**src/rtl/transport_tx_pacer.sv**
```systemverilog
// transport_tx_pacer: byte FIFO that trickles queued bytes toward the logical
// layer at a generation-dependent pace, only while sending is enabled and the
// link sits in CL0.
module transport_tx_pacer #(
    parameter int DEPTH = 8
) (
    input  logic                       clk,
    input  logic                       reset,
    input  logic                       wr_en,
    input  logic [7:0]                 wr_data,
    output logic                       wr_full,
    input  logic                       enable_sending,
    input  logic                       cl0_s,
    input  logic [1:0]                 generation_speed,
    output logic [7:0]                 transport_layer_data_in,
    output logic                       transport_data_flag,
    output logic [$clog2(DEPTH):0]     fifo_count,
    output logic                       overflow_err
);

    localparam int AW = $clog2(DEPTH);
    localparam logic [AW:0] FULL_CNT = (AW+1)'(DEPTH);

    typedef enum logic {
        IDLE,
        SEND
    } state_t;

    state_t        state;
    state_t        state_nxt;
    logic [7:0]    mem [DEPTH];
    logic [AW-1:0] wr_ptr;
    logic [AW-1:0] rd_ptr;
    logic [1:0]    pace_cnt;
    logic [1:0]    reload_val;
    logic          go;
    logic          pop;
    logic          push;
    logic          overflow_now;

    // Transmission permission and the pacing reload for the current generation
    always_comb begin
        go = enable_sending && cl0_s;
        case (generation_speed)
            2'd1:    reload_val = 2'd1;   // gen3: every 2 cycles
            2'd2:    reload_val = 2'd0;   // gen4: every cycle
            default: reload_val = 2'd3;   // gen2 and reserved: every 4 cycles
        endcase
    end

    // State register
    always_ff @(posedge clk or posedge reset) begin
        if (reset) state <= IDLE;
        else       state <= state_nxt;
    end

    // Next-state logic: follow go directly
    always_comb begin
        state_nxt = state;
        case (state)
            IDLE:    if (go)  state_nxt = SEND;
            SEND:    if (!go) state_nxt = IDLE;
            default: state_nxt = IDLE;
        endcase
    end

    // Pop/push decisions; pop uses pre-edge occupancy so a push never bypasses
    always_comb begin
        wr_full      = (fifo_count == FULL_CNT);
        pop          = (state == SEND) && go && (pace_cnt == 2'd0) && (fifo_count != '0);
        push         = wr_en && (!wr_full || pop);
        overflow_now = wr_en && wr_full && !pop;
    end

    // Pace counter: cleared outside SEND, reloaded on pop, otherwise saturating decrement
    always_ff @(posedge clk or posedge reset) begin
        if (reset) begin
            pace_cnt <= '0;
        end else if (state != SEND || !go) begin
            pace_cnt <= '0;
        end else if (pop) begin
            pace_cnt <= reload_val;
        end else if (pace_cnt != 2'd0) begin
            pace_cnt <= pace_cnt - 2'd1;
        end
    end

    // FIFO storage; contents need no reset since pointers and count gate visibility
    always_ff @(posedge clk) begin
        if (push) mem[wr_ptr] <= wr_data;
    end

    // FIFO pointers and occupancy; pointers wrap naturally at a power-of-2 depth
    always_ff @(posedge clk or posedge reset) begin
        if (reset) begin
            wr_ptr     <= '0;
            rd_ptr     <= '0;
            fifo_count <= '0;
        end else begin
            if (push) wr_ptr <= wr_ptr + 1'b1;
            if (pop)  rd_ptr <= rd_ptr + 1'b1;
            case ({push, pop})
                2'b10:   fifo_count <= fifo_count + 1'b1;
                2'b01:   fifo_count <= fifo_count - 1'b1;
                default: fifo_count <= fifo_count;
            endcase
        end
    end

    // Registered output byte with a one-cycle valid flag; data holds between pops
    always_ff @(posedge clk or posedge reset) begin
        if (reset) begin
            transport_layer_data_in <= '0;
            transport_data_flag     <= 1'b0;
        end else begin
            transport_data_flag <= pop;
            if (pop) transport_layer_data_in <= mem[rd_ptr];
        end
    end

    // Sticky overflow flag for pushes dropped on a full FIFO
    always_ff @(posedge clk or posedge reset) begin
        if (reset)             overflow_err <= 1'b0;
        else if (overflow_now) overflow_err <= 1'b1;
    end

endmodule

```
**config.mk**
```make
export PLATFORM = sky130hd
export DESIGN_NAME = transport_tx_pacer
export DESIGN_NICKNAME = d
export VERILOG_FILES = /design/src/rtl/transport_tx_pacer.sv
export SDC_FILE = /design/constraint.sdc
export NUM_CORES = 1
export LEC_CHECK = 0
export CAP_MARGIN = 20
export CORE_MARGIN = 1.5
export CORE_UTILIZATION = 45
export DETAILED_ROUTE_END_ITERATION = 12
export DONT_BUFFER_PORTS = 1
export PLACE_DENSITY = 0.64
export SLEW_MARGIN = 10
export SYNTH_ARGS = -nofsm -noshare
export SYNTH_HDL_FRONTEND = slang
export SYNTH_SLANG_ARGS = --single-unit
```
**constraint.sdc**
```tcl
create_clock -name clk -period 5.7 [get_ports clk]
set_input_delay 0.855 -clock clk [delete_from_list [all_inputs] [get_ports clk]]
set_output_delay 0.855 -clock clk [all_outputs]
set_load 0.02 [all_outputs]
```
==> impl_summary.log, run 1 <==
INFO  metric status = finished clean
INFO  metric power.density = slightly below 500 nW/um^2
INFO  metric cts_sinks = 87
INFO  metric overflow = 0
INFO  metric syn_area = around 3500 um^2
INFO  metric postCtsResizedCells = 0
INFO  metric path_clk_slew = around 0.09 ns
INFO  metric final_net_count = between 200 and 250
INFO  metric critPathMaxFanout = 22
INFO  metric multi_input_comb_area = between 900 and 1000 um^2
INFO  metric slew_viol_final = 0
INFO  metric setup_viol = 0
INFO  metric layout.cells.most_common_list = sky130_fd_sc_hd__edfxtp_1 (64), sky130_fd_sc_hd__dfrtp_1 (23), sky130_fd_sc_hd__mux4_2 (16), sky130_fd_sc_hd__nor2_1 (16), sky130_fd_sc_hd__clkbuf_8 (11)
INFO  metric detail-route-antenna-nets = 0
INFO  metric post-route-drc-count = 0
INFO  metric routedWlPerCell = approximately 20 um
INFO  metric grt_first_pass_wirelength = roughly 10 mm
INFO  metric viasPerCell = 5.30
INFO  metric filler_cell_count = 640
INFO  metric cts-htree-levels = 3
INFO  metric postSynthRegisterBits = 87
INFO  metric core_area = 7650 um^2
INFO  metric achievable-frequency = about 340 MHz
INFO  metric flow.area_growth_from_synthesis = 9.27%
INFO  metric critPathRequiredTime = about 5.9 ns
INFO  metric initial_core_util = between 40% and 50%
INFO  metric drt_first_pass_iters = 4
INFO  metric place_ws = about 2.7 ns
INFO  metric netlist-cell-type-count = 33
INFO  metric io_buffer_count = 0
INFO  metric p_leak = about 1.3 nW
INFO  metric min-delay-path-class = reg2reg
INFO  metric post_cts_setup_buffers = 0
INFO  metric grt_pass1_vias = about 1800
INFO  metric max-clock-path-buffers = 2
INFO  metric worst_setup_path_end_kind = flop
INFO  metric syn_avg_cell_area = ~18 um^2
INFO  metric postPlaceCellArea = approximately 3600 um^2
INFO  metric dp.cells = 296
INFO  metric cts_hold_buffers = 0
INFO  metric max_cap_violations = 0
INFO  metric post-route-period-util = about 52%
INFO  metric number_of_antenna_violations_at_the_first_check_in_global_routing = 0
INFO  metric fp.dieArea = between 8000 and 9000 um^2
INFO  metric dr.first_iter.drc_count = 80
INFO  metric final_cell_area = between 3000 and 4000 um^2
INFO  metric gp_congestion = between 0.7 and 0.8
INFO  metric finalClockSkew = 0.0103 ns
INFO  metric dpl.hpwl = 3.95 mm
INFO  metric arrival = approximately 3.2 ns
INFO  metric syn_nets = 223
INFO  metric rsz0062_at_grt = false
INFO  metric numCtsBuffers = 9
INFO  metric die_y = around 92 um
INFO  metric dr_total_vias = 1654
INFO  metric post_synth_inst_count = approximately 200
INFO  metric final_layout_size_suffix_gt1_share = a little over a fifth
INFO  metric ys_seq_area_share = 70.7%
INFO  metric tightest_slew = 0.937 ns
INFO  metric setup_total_negative_slack = 0 ns
INFO  metric critPathLaunchType = flop
INFO  metric design.portCount = 30
INFO  metric final_hold_viol_count = 0
INFO  metric ys_warn_count = 0
INFO  metric clockRootBuffer = sky130_fd_sc_hd__clkbuf_8
INFO  metric cts_tree = yes
INFO  metric timing.setup.critical_path_class = reg2reg
INFO  metric timing.hold.ws = 0.533 ns
INFO  metric grt_max_degree = 24
INFO  metric die_x = about 90 um
INFO  metric slew_headroom = between 30% and 40%
INFO  metric irDropWorstVdd = ~0.16 mV
INFO  metric layoutNonFillerInstCount = between 300 and 400
INFO  metric post-route-worst-setup-slack = roughly 2.8 ns
INFO  metric sequential_cell_area = between 2000 and 2500 um^2
INFO  metric num_antenna_cells = 0
INFO  metric clock_latency = about 0.35 ns
INFO  metric rows = 32
INFO  metric final.min_clock_period = slightly below 3 ns
INFO  metric route.final.wire_length = ~6 mm
INFO  metric layout.cells.most_common = sky130_fd_sc_hd__edfxtp_1
INFO  metric grt_use_total = around 16%
metrics by stage:
step	util (%)	power, W
2_1_floorplan	-	0.00136
4_1_cts	50.5	0.00194
6_report	50.5	0.00192
3_5_place_dp	47.7	0.00149
5_1_grt	50.5	0.00202
3_3_place_gp	47.3	0.00145
synthesized netlist by cell type, drive strengths merged:
master / number / area, um^2
nor2b: 1 / 6.26
xnor2: 5 / 43.8
nand4: 1 / 6.26
a32oi: 1 / 8.76
mux2: 3 / 37.5
a31o: 1 / 8.76
xor2: 4 / 35.0
and2: 2 / 12.5
nand2: 8 / 30.0
nand3: 3 / 15.0
clkbuf: 2 / 8.75
nor2: 17 / 66.3
nand2b: 2 / 12.5
o21ai: 2 / 10.0
a211oi: 1 / 7.51
edfxtp: 64 / 1920
nor3: 5 / 25.0
o22ai: 1 / 6.26
mux4: 16 / 360
mux2i: 8 / 80.1
ha: 7 / 87.6
a311oi: 1 / 8.76
dfrtp: 23 / 576
nor4: 1 / 21.3
a21oi: 9 / 45.0
nor3b: 2 / 15.0
or3b: 1 / 8.76
inv: 4 / 15.0
buf: 6 / 55.1
power breakdown:
group | switching [W] | internal (W) | total [W]
clock | 0.000223 | 0.000230 | 0.000453
sequential | 0.000211 | 0.000819 | 0.00103
combinational | 0.000197 | 0.000238 | 0.000436
cell type report:
type,count,area share [%]
clock buffer,11,3.92
clock inverter,5,1.68
inverter,4,0.389
multi-input combinational,102,25.3
sequential,87,64.7
tap,102,3.30
timing repair buffer,1,0.713
state kept, by name, indices dropped and copies added (netlist names):
name                     cells
pace_cnt                     2
rd_ptr                       3
state                        1
wr_ptr                       3
transport_layer_data_in      8
overflow_err                 1
mem                         64
transport_data_flag          1
fifo_count                   4
layer usage:
layer | wire [um] | share of wire [%] | vias to the layer above | track usage [%]
met2 | 2870 | 46 | 32 | 24.8
met1 | 2990 | 48 | 838 | 22.6
li1 | - | - | 775 | -
met5 | 0 | 0 | - | 0
met3 | 201 | 3.3 | 9 | 3.07
met4 | 118 | 1.9 | 0 | 8.33
final timing paths:
| kind | cells after the start | slack (ns) | from | to |
|---|---|---|---|---|
| worst max-delay path | 11 | 2.76 | pace_cnt[0] | fifo_count[2] |
| min in group asynchronous | 1 | 0.54 | reset | transport_layer_data_in[0] |
| max in group asynchronous | 1 | 4.63 | reset | fifo_count[2] |
| worst min-delay path | 1 | 0.53 | wr_ptr[0] | wr_ptr[0] |
| worst max register to register | 11 | 2.76 | pace_cnt[0] | fifo_count[2] |
| worst min register to register | 1 | 0.53 | wr_ptr[0] | wr_ptr[0] |
logic make-up after synthesis:
family,Yosys count,share of synthesized area [%]
AO/OA/AOI/OAI,16,2.69
adder cells (fa/ha/maj),7,2.48
multiplexers,27,13.5
buffers and inverters,12,2.23
AND/OR/NAND/NOR,43,6.19
flip-flops,87,70.7
XOR/XNOR,9,2.23
worst max-delay path, cell delays in order, from the launching register on:
cell	delay, ns
sky130_fd_sc_hd__dfrtp_1	0.40
sky130_fd_sc_hd__inv_1	0.06
sky130_fd_sc_hd__ha_1	0.26
sky130_fd_sc_hd__nand4_1	0.21
sky130_fd_sc_hd__nor2_2	0.69
sky130_fd_sc_hd__ha_1	0.39
sky130_fd_sc_hd__xor2_1	0.10
sky130_fd_sc_hd__ha_1	0.20
sky130_fd_sc_hd__a21oi_1	0.14
sky130_fd_sc_hd__xor2_1	0.15
sky130_fd_sc_hd__nor2_1	0.06
sky130_fd_sc_hd__xor2_1	0.14
(Power assumes the default switching activity.)
==> run 2, diff against run 1 <==
PLACE_DENSITY = 0.66   (was 0.64)
clock period = 2.48 ns   (was 5.7 ns; I/O delays follow)
==> run 2 against run 1 <==
Compared with the run above: final area grew 2.7%; routed wire length shrank 3.0%; combinational power grew to 2.7 times the previous value; global-route usage shrank 0.19 points; fmax grew 27%; largest cell class unchanged.
==> impl_summary.log, run 2 (same netlist as run 1, synthesis figures left out) <==
INFO  metric status = finished clean
INFO  metric rows = 32 (unchanged)
INFO  metric combinational_share_of_power = 27.3% (+4.6 points)
INFO  metric number_of_antenna_violations_at_the_first_check_in_global_routing = 0 (unchanged)
INFO  metric largest_registers = mem: 64 flops, transport_layer_data_in: 8 flops, fifo_count: 4 flops
INFO  metric p_int = 0.00297 W (+130%)
INFO  metric overflow = 0 (unchanged)
INFO  metric die_y = 91.6 um (unchanged)
INFO  metric flow.area_growth_from_synthesis = 12.2%
INFO  metric grt_pass1_vias = 1847 (+4.6%)
INFO  metric layout.cells.most_common_list = sky130_fd_sc_hd__edfxtp_1 (64), sky130_fd_sc_hd__dfrtp_1 (23), sky130_fd_sc_hd__buf_4 (22)
INFO  metric dp.cells = 316 (+6.8%)
INFO  metric flip_flop_count_of_the_largest_register_all_copies_and_words_added = 64 (unchanged)
INFO  metric viasPerCell = 5.29 (-0.25%)
INFO  metric post-route-worst-setup-slack = 0.170 ns (-2.59 ns)
INFO  metric clockRootBuffer = sky130_fd_sc_hd__clkbuf_8
INFO  metric die_x = 91.6 um (unchanged)
INFO  metric drt_first_pass_iters = 5 (+1)
INFO  metric timing.reg2reg.worst_path_depth = 10 (-1)
INFO  metric setup_viol = 0 (unchanged)
INFO  metric io_buffer_count = 0 (unchanged)
INFO  metric route.final.wire_length = 6.00 mm (-3.0%)
INFO  metric dr_total_vias = 1761 (+6.5%)
INFO  metric final_cell_area = 3970 um^2 (+2.7%)
INFO  metric slew_headroom = 39.6% (+2.3 points)
INFO  metric dr.first_iter.drc_count = 134 (+68%)
INFO  metric cts_tree = yes
INFO  metric cts_sinks = 87 (unchanged)
INFO  metric final_layout_size_suffix_gt1_share = 27.7% (+6.8 points)
INFO  metric max-clock-path-buffers = 2 (unchanged)
INFO  metric timing.setup.critical_path_class = reg2reg
INFO  metric post-route-drc-count = 0 (unchanged)
INFO  metric registers.top_by_ff_count = mem
INFO  metric gp_congestion = 0.761 (+0.25%)
INFO  metric min-delay-path-class = in2async
INFO  metric power.density = 1100 nW/um^2 (+120%)
INFO  metric power_spent_charging_and_discharging_nets = 0.00141 W (+120%)
INFO  metric routedWlPerCell = 18.0 um (-9.1%)
INFO  metric numCtsBuffers = 9 (unchanged)
INFO  metric finalClockSkew = 0.00858 ns (-0.00173 ns)
INFO  metric p_leak = 1.42 nW (+6.0%)
INFO  metric place_ws = 0.0000941 ns (-2.65 ns)
INFO  metric grt_max_degree = 24 (unchanged)
INFO  metric achievable-frequency = 433 MHz (+27%)
INFO  metric worst_setup_path_end_kind = flop
INFO  metric slew_viol_final = 0 (unchanged)
INFO  metric cts-htree-levels = 3 (unchanged)
INFO  metric path_clk_slew = 0.09 ns (about the same)
INFO  metric arrival = 2.54 ns (-0.62 ns)
INFO  metric critPathRequiredTime = 2.71 ns (-3.21 ns)
INFO  metric num_antenna_cells = 0 (unchanged)
INFO  metric initial_core_util = 46.2% (unchanged)
INFO  metric post-route-period-util = 93.2% (+42 points)
INFO  metric final.min_clock_period = 2.31 ns (-0.629 ns)
INFO  metric setup_total_negative_slack = 0 ns (unchanged)
INFO  metric final_net_count = 248 (+9.3%)
INFO  metric core_area = 7650 um^2 (unchanged)
INFO  metric rsz0062_at_grt = false
INFO  metric layoutNonFillerInstCount = 333 (+6.7%)
INFO  metric critPathMaxFanout = 21 (-4.5%)
INFO  metric grt_use_total = 16.1% (-0.19 points)
INFO  metric grt_first_pass_wirelength = 9.85 mm (+0.92%)
INFO  metric final_hold_viol_count = 0 (unchanged)
INFO  metric layout.cells.most_common = sky130_fd_sc_hd__edfxtp_1
INFO  metric p_sw_share = 32.2% (-0.72 points)
INFO  metric fp.dieArea = 8400 um^2 (unchanged)
INFO  metric max_cap_violations = 0 (unchanged)
INFO  metric power_frac_clock = 22.0% (-1.6 points)
INFO  metric clock_latency = 0.35 ns (about the same)
INFO  metric tightest_slew = 0.905 ns (-0.0321 ns)
INFO  metric design.portCount = 30 (unchanged)
INFO  metric postPlaceCellArea = 3760 um^2 (+3.0%)
INFO  metric irDropWorstVdd = 0.451 mV (+180%)
INFO  metric total_power = 0.00438 W (+130%)
INFO  metric detail-route-antenna-nets = 0 (unchanged)
INFO  metric proportion_of_power_drawn_by_flip_flops_and_latches = 50.8% (-2.9 points)
INFO  metric critPathLaunchType = flop
INFO  metric dpl.hpwl = 3.98 mm (+0.73%)
## run 2: path summary, 6_finish.rpt
check	from	end	slack, ns
max	pace_cnt[0]	fifo_count[3]	0.17
min	reset	transport_layer_data_in[7]	0.10
max reg2reg	pace_cnt[0]	fifo_count[3]	0.17
min reg2reg	wr_ptr[0]	wr_ptr[0]	0.54
max in group asynchronous	reset	transport_layer_data_in[5]	1.81
min in group clk	wr_data[0]	mem[3][0]	0.11
## run 2: per-layer routing
layer / global-route usage (%) / vias up / share of wire [%]
met3: 4.81 / 2 / 3.7
met1: 22.2 / 909 / 46
met2: 25.1 / 30 / 50
met5: 0 / - / 0
li1: - / 820 / -
met4: 4.69 / 0 / 0.42
## run 2: area by class of cell
class	instances	area (um^2)
fillers	625	3680
flip-flops and latches	87	2500
multi-input cells	102	966
repair buffers	22	165
well taps	102	128
clock buffers	9	124
clock inverters	7	72.6
inverters	4	15.0
## run 2: critical path: stages, from the launching register on
cell                      delay, ns
sky130_fd_sc_hd__dfrtp_1       0.40
sky130_fd_sc_hd__inv_1         0.07
sky130_fd_sc_hd__ha_2          0.22
sky130_fd_sc_hd__nand4_1       0.15
sky130_fd_sc_hd__buf_4         0.17
sky130_fd_sc_hd__nor2_2        0.11
sky130_fd_sc_hd__buf_4         0.28
sky130_fd_sc_hd__ha_1          0.34
sky130_fd_sc_hd__nor3b_1       0.22
sky130_fd_sc_hd__a32oi_1       0.10
sky130_fd_sc_hd__xnor2_1       0.14
## run 2: power by group through the flow
stage	Sequential (W)	Combinational (W)	Clock, W
2_1_floorplan	0.00220	0.000931	0
3_3_place_gp	0.00225	0.00120	0
3_5_place_dp	0.00226	0.00121	0
4_1_cts	0.00223	0.00122	0.000993
5_1_grt	0.00226	0.00132	0.00105
6_report	0.00222	0.00119	0.000962
## run 2: metrics by stage
step                      util (%)  hold slack [ns]
final                         51.9            0.102
after global routing          51.9           0.0840
after CTS                     51.8           0.0960
after detailed placement      49.1            0.471
after global placement        49.1            0.471
after floorplan                  -            0.374
## run 2: repair_timing
action,in CTS,in global routing
gates resized for setup,0,3
hold buffers,0,0
cloned,0,0
endpoints found under the setup margin,1,2
buffers inserted,1,0
pin swaps,1,0
endpoints found under the hold margin,0,0
